`src/rtl/riscv_io_sequencer.sv`:
```
// Programmable reset/stimulus/check sequencer for the RV32I cache SoC.
// Holds the DUT in reset, then for each step drives a switch word and waits for a masked channel match.
module riscv_io_sequencer #(
    parameter int WIDTH         = 32,
    parameter int NUM_CH        = 8,
    parameter int NUM_STEPS     = 4,
    parameter int RST_CYCLES    = 10,
    parameter int STABLE_CYCLES = 3,
    parameter int TIMEOUT       = 200,
    localparam int CH_W         = (NUM_CH > 1) ? $clog2(NUM_CH) : 1,
    localparam int STEP_W       = $clog2(NUM_STEPS) + 1
) (
    input  logic                        clk_i,
    input  logic                        rst_i,
    input  logic                        start_i,
    input  logic [NUM_STEPS*WIDTH-1:0]  step_sw_i,
    input  logic [NUM_STEPS*WIDTH-1:0]  step_exp_i,
    input  logic [NUM_STEPS*WIDTH-1:0]  step_mask_i,
    input  logic [NUM_STEPS*CH_W-1:0]   step_ch_i,
    input  logic [NUM_CH*WIDTH-1:0]     ch_data_i,
    output logic                        dut_rst_no,
    output logic [WIDTH-1:0]            io_sw_o,
    output logic                        busy_o,
    output logic                        done_o,
    output logic                        pass_o,
    output logic [STEP_W-1:0]           fail_step_o,
    output logic [1:0]                  fail_code_o,
    output logic [31:0]                 cycle_cnt_o
);

    localparam int HOLD_W = $clog2(RST_CYCLES + 1);
    localparam int STAB_W = $clog2(STABLE_CYCLES + 1);
    localparam int TO_W   = $clog2(TIMEOUT + 1);

    localparam logic [1:0] CODE_NONE    = 2'b00;
    localparam logic [1:0] CODE_TIMEOUT = 2'b01;
    localparam logic [1:0] CODE_BAD_CH  = 2'b10;

    typedef enum logic [2:0] {
        S_IDLE, S_HOLD_RST, S_APPLY, S_WAIT, S_PASS, S_FAIL
    } state_t;

    state_t              state, state_nxt;
    logic [STEP_W-1:0]   step;
    logic [HOLD_W-1:0]   hold_cnt;
    logic [STAB_W-1:0]   stable_cnt, stable_nxt;
    logic [TO_W-1:0]     timeout_cnt, timeout_nxt;

    logic [WIDTH-1:0]    cur_sw, cur_exp, cur_mask, sel_data;
    logic [CH_W-1:0]     cur_ch;
    logic                ch_bad, match, stable_hit, timeout_hit, last_step, hold_last;

    // Decode the current step entry and evaluate its channel compare.
    always_comb begin
        // NOTE: every comb output gets a default first so no path can infer a latch.
        sel_data = '0;
        cur_sw   = step_sw_i[int'(step)*WIDTH +: WIDTH];
        cur_exp  = step_exp_i[int'(step)*WIDTH +: WIDTH];
        cur_mask = step_mask_i[int'(step)*WIDTH +: WIDTH];
        cur_ch   = step_ch_i[int'(step)*CH_W +: CH_W];
        for (int i = 0; i < NUM_CH; i++) begin
            if (int'(cur_ch) == i) sel_data = ch_data_i[i*WIDTH +: WIDTH];
        end
        ch_bad      = int'(cur_ch) >= NUM_CH;
        match       = ((sel_data ^ cur_exp) & cur_mask) == '0;
        stable_nxt  = match ? stable_cnt + STAB_W'(1) : '0;
        timeout_nxt = timeout_cnt + TO_W'(1);
        stable_hit  = stable_nxt == STAB_W'(STABLE_CYCLES);
        timeout_hit = timeout_nxt == TO_W'(TIMEOUT);
        last_step   = step == STEP_W'(NUM_STEPS - 1);
        hold_last   = hold_cnt == HOLD_W'(RST_CYCLES - 1);
    end

    always_ff @(posedge clk_i or posedge rst_i) begin
        // NOTE: sequential state uses non-blocking assignments so all registers update together.
        if (rst_i) state <= S_IDLE;
        else       state <= state_nxt;
    end

    always_comb begin
        state_nxt = state;
        case (state)
            S_IDLE, S_PASS, S_FAIL: if (start_i) state_nxt = S_HOLD_RST;
            S_HOLD_RST:             if (hold_last) state_nxt = S_APPLY;
            S_APPLY:                state_nxt = ch_bad ? S_FAIL : S_WAIT;
            S_WAIT: begin
                // An accepted step takes priority over a timeout on the same cycle.
                if (stable_hit)       state_nxt = last_step ? S_PASS : S_APPLY;
                else if (timeout_hit) state_nxt = S_FAIL;
            end
            default:                state_nxt = S_IDLE;
        endcase
    end

    always_comb begin
        busy_o     = (state == S_HOLD_RST) || (state == S_APPLY) || (state == S_WAIT);
        done_o     = (state == S_PASS) || (state == S_FAIL);
        pass_o     = state == S_PASS;
        dut_rst_no = (state == S_APPLY) || (state == S_WAIT) || done_o;
    end

    always_ff @(posedge clk_i or posedge rst_i) begin
        if (rst_i) begin
            step        <= '0;
            hold_cnt    <= '0;
            stable_cnt  <= '0;
            timeout_cnt <= '0;
            io_sw_o     <= '0;
            fail_step_o <= '1;
            fail_code_o <= CODE_NONE;
            cycle_cnt_o <= '0;
        end else begin
            case (state)
                S_IDLE, S_PASS, S_FAIL: begin
                    if (start_i) begin
                        step        <= '0;
                        hold_cnt    <= '0;
                        fail_step_o <= '1;
                        fail_code_o <= CODE_NONE;
                        cycle_cnt_o <= '0;
                    end
                end
                S_HOLD_RST: hold_cnt <= hold_cnt + HOLD_W'(1);
                S_APPLY: begin
                    io_sw_o     <= cur_sw;
                    stable_cnt  <= '0;
                    timeout_cnt <= '0;
                    if (cycle_cnt_o != '1) cycle_cnt_o <= cycle_cnt_o + 32'd1;
                    if (ch_bad) begin
                        fail_step_o <= step;
                        fail_code_o <= CODE_BAD_CH;
                    end
                end
                S_WAIT: begin
                    stable_cnt  <= stable_nxt;
                    timeout_cnt <= timeout_nxt;
                    if (cycle_cnt_o != '1) cycle_cnt_o <= cycle_cnt_o + 32'd1;
                    if (stable_hit) begin
                        if (!last_step) step <= step + STEP_W'(1);
                    end else if (timeout_hit) begin
                        fail_step_o <= step;
                        fail_code_o <= CODE_TIMEOUT;
                    end
                end
                default: ;
            endcase
        end
    end

endmodule
```
`config.mk`:
```
export PLATFORM = sky130hd
export DESIGN_NAME = riscv_io_sequencer
export DESIGN_NICKNAME = d
export VERILOG_FILES = /design/src/rtl/riscv_io_sequencer.sv
export SDC_FILE = /design/constraint.sdc
export NUM_CORES = 1
export LEC_CHECK = 0
export ABC_AREA = 1
export CORE_AREA = 2 2 285 287
export CTS_CLUSTER_DIAMETER = 120
export DETAILED_ROUTE_END_ITERATION = 7
export DIE_AREA = 0 0 287 289
export RECOVER_POWER = 50
export SLEW_MARGIN = 20
export SYNTH_ARGS = -nofsm -noshare
export SYNTH_HDL_FRONTEND = slang
export SYNTH_SLANG_ARGS = --single-unit
export TNS_END_PERCENT = 20
```
`constraint.sdc`:
```
create_clock -name clk_i -period 6.2 [get_ports clk_i]
set_clock_uncertainty 0.15 [all_clocks]
set_input_delay 0.62 -clock clk_i [delete_from_list [all_inputs] [get_ports clk_i]]
set_output_delay 0.62 -clock clk_i [all_outputs]
set_load 0.03 [all_outputs]
```
==> results.cfg, run 1 <==
[outcome]
run_status = finished with violations
violations = max-capacitance violations, max-slew violations

[finish]
nFillCells = 9041
fin_cells = 3597
layout.nets = 3184
drive_gt1_frac = 0.0332
final_cell_mix = clkdlybuf4s50_1, nand2_1, nor2_1
final_common_cell = clkdlybuf4s50_1
synthToLayoutAreaGrowth_pct = 80.0

[logic_synthesis]
async_flop_share = 1.00
synth-seq-cells = 88
synth-edff-count = 0
synth_cells = 1890
syn_nets = 2551
synth_ff_type = dfrtp_1
synth_warnings = 0
netlist_area_um2 = 10600
seq_area_frac_synth = 0.207
ys_types = 52
syn_area_per_cell_um2 = 5.63

[timing]
hold_viol_final = 0
fmax_mhz = 197
finalSetupTns_ns = 0
hold_ws_ns = 0.328
slew-limit-headroom = -0.643
tightest_slew_ns = 2.45
rsz0062_at_grt = no
timing.final.crit_share = 0.817
period_minus_slack_ns = 5.07
setup_viol = 0
drv_slew = 91

[critical_path]
cp_data_arrival_time_ns = 5.17
cp-end-kind = flip-flop
crit_path_start = step[1]
required_ns = 6.30
reg2reg_slack_ns = 1.13
r2r_cells = 21
r2r-end = step[2]
crit_end = step[2]
worst-setup-path-type = reg2reg
timing.rr.start = step[1]
cp_max_fo = 39
startpoint_type = flip-flop

[routing]
vias = 15600
ant_nets = 0
drt_pass1_iterations = 7
totalWireLength_um = 79000
routed_via_density = 4.34
detail_route.wl_per_cell_um = 22.0
first_iter_violations = 968
drc = 0

[clocking]
htreeDepth = 3
cts_num_sinks = 88
cts_made_buffers = 9
root_buffer = clkbuf_16
cts_setup_buffers = 0
cts_hold_buffers = 0
cts_resized = 0
tritoncts = yes
clock_latency_ns = 0.37
clk_path_buf_depth = 2
clkTransAtPathRegs_ns = 0.07

[grt]
grt_pass1_vias = 15000
grt.total_usage = 0.180
grt_overflow = 0
grt_max_degree = 145
grt_first_pass_wirelength_um = 107000
antenna_found_initial = 33

[floorplanning]
chipWidth_um = 287
die_area_um2 = 82900
io_pins = 728
row_count = 104
floorplan.initialDensity = 0.133
die_y_um = 289
core_area_um2 = 79900

[worst_hold_path]
hp-class = reg2reg

[pwr]
leakagePower_nw = 8.04
peakVddDrop_uv = 124
p_per_area_nw_per_um2 = 112

[placed_design]
numPortBuffers = 726
dp.cells = 3572
dp_hpwl_um = 66600
globalplace.congestion = 0.920

[flow_run]
maxCapViolations = 2
==> state kept, by name, summed over array words and instances, names as in the netlist <==
signal,cells
cycle_cnt_o,32
io_sw_o,32
timeout_cnt,8
hold_cnt,4
fail_step_o,3
state,3
step,3
stable_cnt,2
fail_code_o,1
==> how the worst min path moves through the flow <==
| stage | from | to | depth (start not counted) |
|---|---|---|---|
| floorplan | state[0] | state[0] | 2 |
| global route | io_sw_o[14] | io_sw_o[14] | 2 |
| finish | io_sw_o[14] | io_sw_o[14] | 2 |
| CTS | io_sw_o[14] | io_sw_o[14] | 2 |
| global placement | io_sw_o[30] | io_sw_o[30] | 2 |
| detailed placement | io_sw_o[14] | io_sw_o[14] | 2 |
==> worst max-delay path, cell delays in order (launching register included) <==
cell,delay (ns)
dfrtp_2,0.76
inv_4,0.24
nand3_2,0.22
nand3_4,0.47
nor2_2,0.92
nand3_1,0.16
nand2_1,0.14
nor2_1,0.07
nand4_1,0.20
nand2_1,0.16
nand2_1,0.09
nand2_1,0.05
nand3_1,0.11
nand2_1,0.06
nor2_1,0.11
nand2_1,0.06
nor2_1,0.15
nand3_2,0.23
nand2_1,0.20
nand3_2,0.13
nand2_1,0.09
o21ai_1,0.06
==> final cells by class <==
class	instances	area, µm²	share of cell area
timing repair buffer	748	7440	0.388
tap	1060	1330	0.0692
clock buffer	9	225	0.0117
antenna	9	22.5	0.00117
multi-input combinational	1515	7250	0.378
clock inverter	7	80.1	0.00418
sequential	88	2210	0.115
inverter	161	614	0.0320
==> cell families after synthesis <==
logic type	Yosys count	share of synthesized area
other	1	0.000352
adder cells (fa/ha/maj)	6	0.00705
flip-flops	88	0.207
buffers and inverters	287	0.113
XOR/XNOR	11	0.00905
AND/OR/NAND/NOR	1166	0.486
AO/OA/AOI/OAI	331	0.177
==> stage by stage <==
step	setup slack [ns]	power, mW	utilization	cell area, µm²
global placement	1.23	1.57	0.236	18800
detailed placement	1.19	1.58	0.236	18800
CTS	1.27	2.19	0.240	19200
global route	0.809	2.27	0.240	19200
finish	1.13	2.15	0.240	19200
floorplan	3.16	0.962	-	10600
==> cell usage after synthesis, types with 4 or more instances <==
| cell type | number | area, µm² |
|---|---|---|
| nand2_1 | 489 | 1840 |
| nor2_1 | 338 | 1270 |
| nand3_1 | 157 | 786 |
| inv_1 | 149 | 559 |
| o21ai_0 | 149 | 746 |
| nand4_1 | 115 | 719 |
| dfrtp_1 | 85 | 2130 |
| a21oi_1 | 76 | 380 |
| clkbuf_1 | 75 | 282 |
| o22ai_1 | 48 | 300 |
| a32oi_1 | 29 | 254 |
| buf_2 | 26 | 130 |
| nor3_1 | 12 | 60.1 |
| buf_4 | 11 | 82.6 |
| xor2_1 | 10 | 87.6 |
| inv_2 | 9 | 33.8 |
| nand3_2 | 9 | 90.1 |
| or2_1 | 9 | 56.3 |
| a31oi_1 | 7 | 43.8 |
| buf_1 | 7 | 26.3 |
| buf_6 | 7 | 78.8 |
| ha_1 | 6 | 75.1 |
| nand3_4 | 5 | 87.6 |
| o21a_1 | 5 | 37.5 |
| or2_0 | 5 | 31.3 |
| nor4_1 | 4 | 25.0 |
| o21ai_1 | 4 | 20.0 |
==> power by group <==
| group | internal (mW) | switching [mW] | leakage, nW |
|---|---|---|---|
| clock | 0.318 | 0.276 | 0.148 |
| combinational | 0.511 | 0.414 | 6.94 |
| sequential | 0.601 | 0.0346 | 0.949 |
| total | 1.43 | 0.725 | 8.04 |
==> layer usage <==
layer  vias to the layer above  track usage  wire length (µm)
li1                       7591            -                 -
met1                      7095        0.218             32000
met2                       800        0.306             37100
met3                       111       0.0520              7250
met4                        26       0.0598              2560
met5                         -            0               174
(Power assumes the default switching activity.)
==> run 2: changes to the inputs <==
==> constraint.sdc (replaced) <==
create_clock -name clk_i -period 5.1 [get_ports clk_i]
set_clock_uncertainty 0.15 [all_clocks]
set_input_delay 0.51 -clock clk_i [delete_from_list [all_inputs] [get_ports clk_i]]
set_output_delay 0.51 -clock clk_i [all_outputs]
set_load 0.03 [all_outputs]
==> run 2 against run 1 <==
The run still ends with max-capacitance violations, max-slew violations left. Clock-buffer cell count grew 1. Wire length increased by 1.2%. Critical path depth fell by 1. Global-route usage up 0.27 points. First-iteration DRC count up 1.4%. Sequential power increased by 22%. Cell count rose by 0.28%. Core utilization up 0.11 points. Critical endpoint is now fail_code_o[0].
==> results.cfg, run 2 (same netlist as run 1, synthesis figures left out) <==
[outcome]
run_status = finished with violations
violations = max-capacitance violations, max-slew violations

[critical_path]
cp-end-kind = flip-flop
reg2reg_slack_ns = 0.45
required_ns = 5.25
r2r-end = fail_code_o[0]
timing.rr.start = step[0]
worst-setup-path-type = reg2reg
startpoint_type = flip-flop
cp_max_fo = 30
cp_data_arrival_time_ns = 4.80
r2r_cells = 20

[grt]
antenna_found_initial = 37
grt_max_degree = 133
grt_overflow = 0
grt.total_usage = 0.183
grt_pass1_vias = 15300
grt_first_pass_wirelength_um = 109000

[clocking]
clkTransAtPathRegs_ns = 0.07
cts_setup_buffers = 0
cts_resized = 0
tritoncts = yes
clk_path_buf_depth = 2
cts_num_sinks = 88
clock_latency_ns = 0.37
cts_made_buffers = 9
cts_hold_buffers = 0
htreeDepth = 3
root_buffer = clkbuf_16

[finish]
final_util = 0.241
multi_input_area_um2 = 7250
final_cell_mix = clkdlybuf4s50_1, nand2_1, nor2_1
drive_gt1_frac = 0.0359
layout.nets = 3193
largestRegisters = cycle_cnt_o x32, io_sw_o x32, timeout_cnt x8
final_common_cell = clkdlybuf4s50_1
synthToLayoutAreaGrowth_pct = 80.9
seq_area_um2 = 2210
nFillCells = 9046

[timing]
slew-limit-headroom = -0.608
finalSetupTns_ns = 0
timing.final.crit_share = 0.912
worst_slack_ns = 0.450
drv_slew = 50
setup_viol = 0
hold_viol_final = 0
period_minus_slack_ns = 4.65
tightest_slew_ns = 2.40
fmax_mhz = 215
rsz0062_at_grt = no

[routing]
ant_nets = 0
routed_via_density = 4.33
drt_pass1_iterations = 5
detail_route.wl_per_cell_um = 22.2
vias = 15600
drc = 0
first_iter_violations = 982
totalWireLength_um = 80000

[placed_design]
place_ws_ns = 0.373
numPortBuffers = 726
dp_hpwl_um = 67600
globalplace.congestion = 0.923

[floorplanning]
floorplan.initialDensity = 0.133
core_area_um2 = 79900
die_y_um = 289
die_area_um2 = 82900
chipWidth_um = 287
io_pins = 728
row_count = 104

[pwr]
p_clk_frac = 0.260
p_int_mw = 1.70
leakagePower_nw = 8.09
combPwrFrac = 0.442
peakVddDrop_uv = 153
switching_share = 0.345
p_switching_mw = 0.893
power_frac_seq = 0.298
p_per_area_nw_per_um2 = 134

[flow_run]
maxCapViolations = 1

[worst_hold_path]
hp-class = reg2reg
hold_path_end = fail_step_o[2]
whs_path_depth = 2
min-delay-start = fail_step_o[2]
==> run 2: cell count changes in the layout (fill, tap and decap cells not counted), moves of 2 or more <==
cell / change
clkbuf_1: +2
dlygate4sd3_1: -5
inv_6: +2
buf_12: +4
buf_4: +3
clkdlybuf4s50_1: +5
==> run 2: through the flow <==
step	std cells	power [mW]	hold WS [ns]	cell area [µm²]
after floorplan	1890	1.17	0.343	10600
after global placement	3581	1.93	0.313	19000
after detailed placement	3581	1.93	0.314	19000
after CTS	3597	2.63	0.327	19200
after global routing	3601	2.73	0.342	19200
final	3607	2.59	0.323	19300
==> run 2: power by group through the flow <==
| stage | clock (mW) | combinational [mW] | sequential (mW) |
|---|---|---|---|
| after floorplan | 0 | 0.366 | 0.804 |
| after global placement | 0 | 1.15 | 0.785 |
| after detailed placement | 0 | 1.15 | 0.786 |
| after CTS | 0.700 | 1.15 | 0.773 |
| after global routing | 0.722 | 1.23 | 0.779 |
| final | 0.672 | 1.14 | 0.772 |
==> run 2: per-layer routing <==
metal / GRT usage / wire [µm] / up-vias
li1: - / - / 7612
met4: 0.0836 / 3560 / 28
met2: 0.299 / 36400 / 778
met1: 0.215 / 31500 / 7061
met3: 0.0645 / 8330 / 124
met5: 0 / 165 / -
==> run 2: cell type report <==
class,instances,area share
sequential,88,0.115
clock inverter,6,0.00260
antenna,10,0.00130
tap,1060,0.0689
clock buffer,10,0.0119
timing repair buffer,757,0.392
multi-input combinational,1515,0.377
inverter,161,0.0319
==> run 2: critical path, stage by stage, from the launching register on <==
cell and delay, ns:
dfrtp_4 0.63, inv_6 0.27, nand2_1 0.10, nand3_2 0.12, nand3_4 0.22, buf_4 0.33, nand2_4 0.19, inv_2 0.21
nand2_1 0.15, nand4_1 0.09, nor2_1 0.45, nand4_1 0.19, nand3_1 0.20, nand3_1 0.11, nor2_1 0.14, nand3_1 0.12
nor2_2 0.38, nand3_2 0.18, nand3_2 0.15, nand2_1 0.07, nand2_1 0.06
==> run 2: worst max path at each step <==
stage                  startpoint              to  slack (ns)  cells past startpoint
finish                    step[0]  fail_code_o[0]        0.45                     20
floorplan                   rst_i  cycle_cnt_o[0]        2.17                      1
global placement    step_ch_i[10]         step[0]        0.38                     21
global route              step[0]         step[1]        0.18                     21
CTS                       step[0]  fail_code_o[0]        0.48                     20
detailed placement  step_ch_i[10]         step[2]        0.37                     21
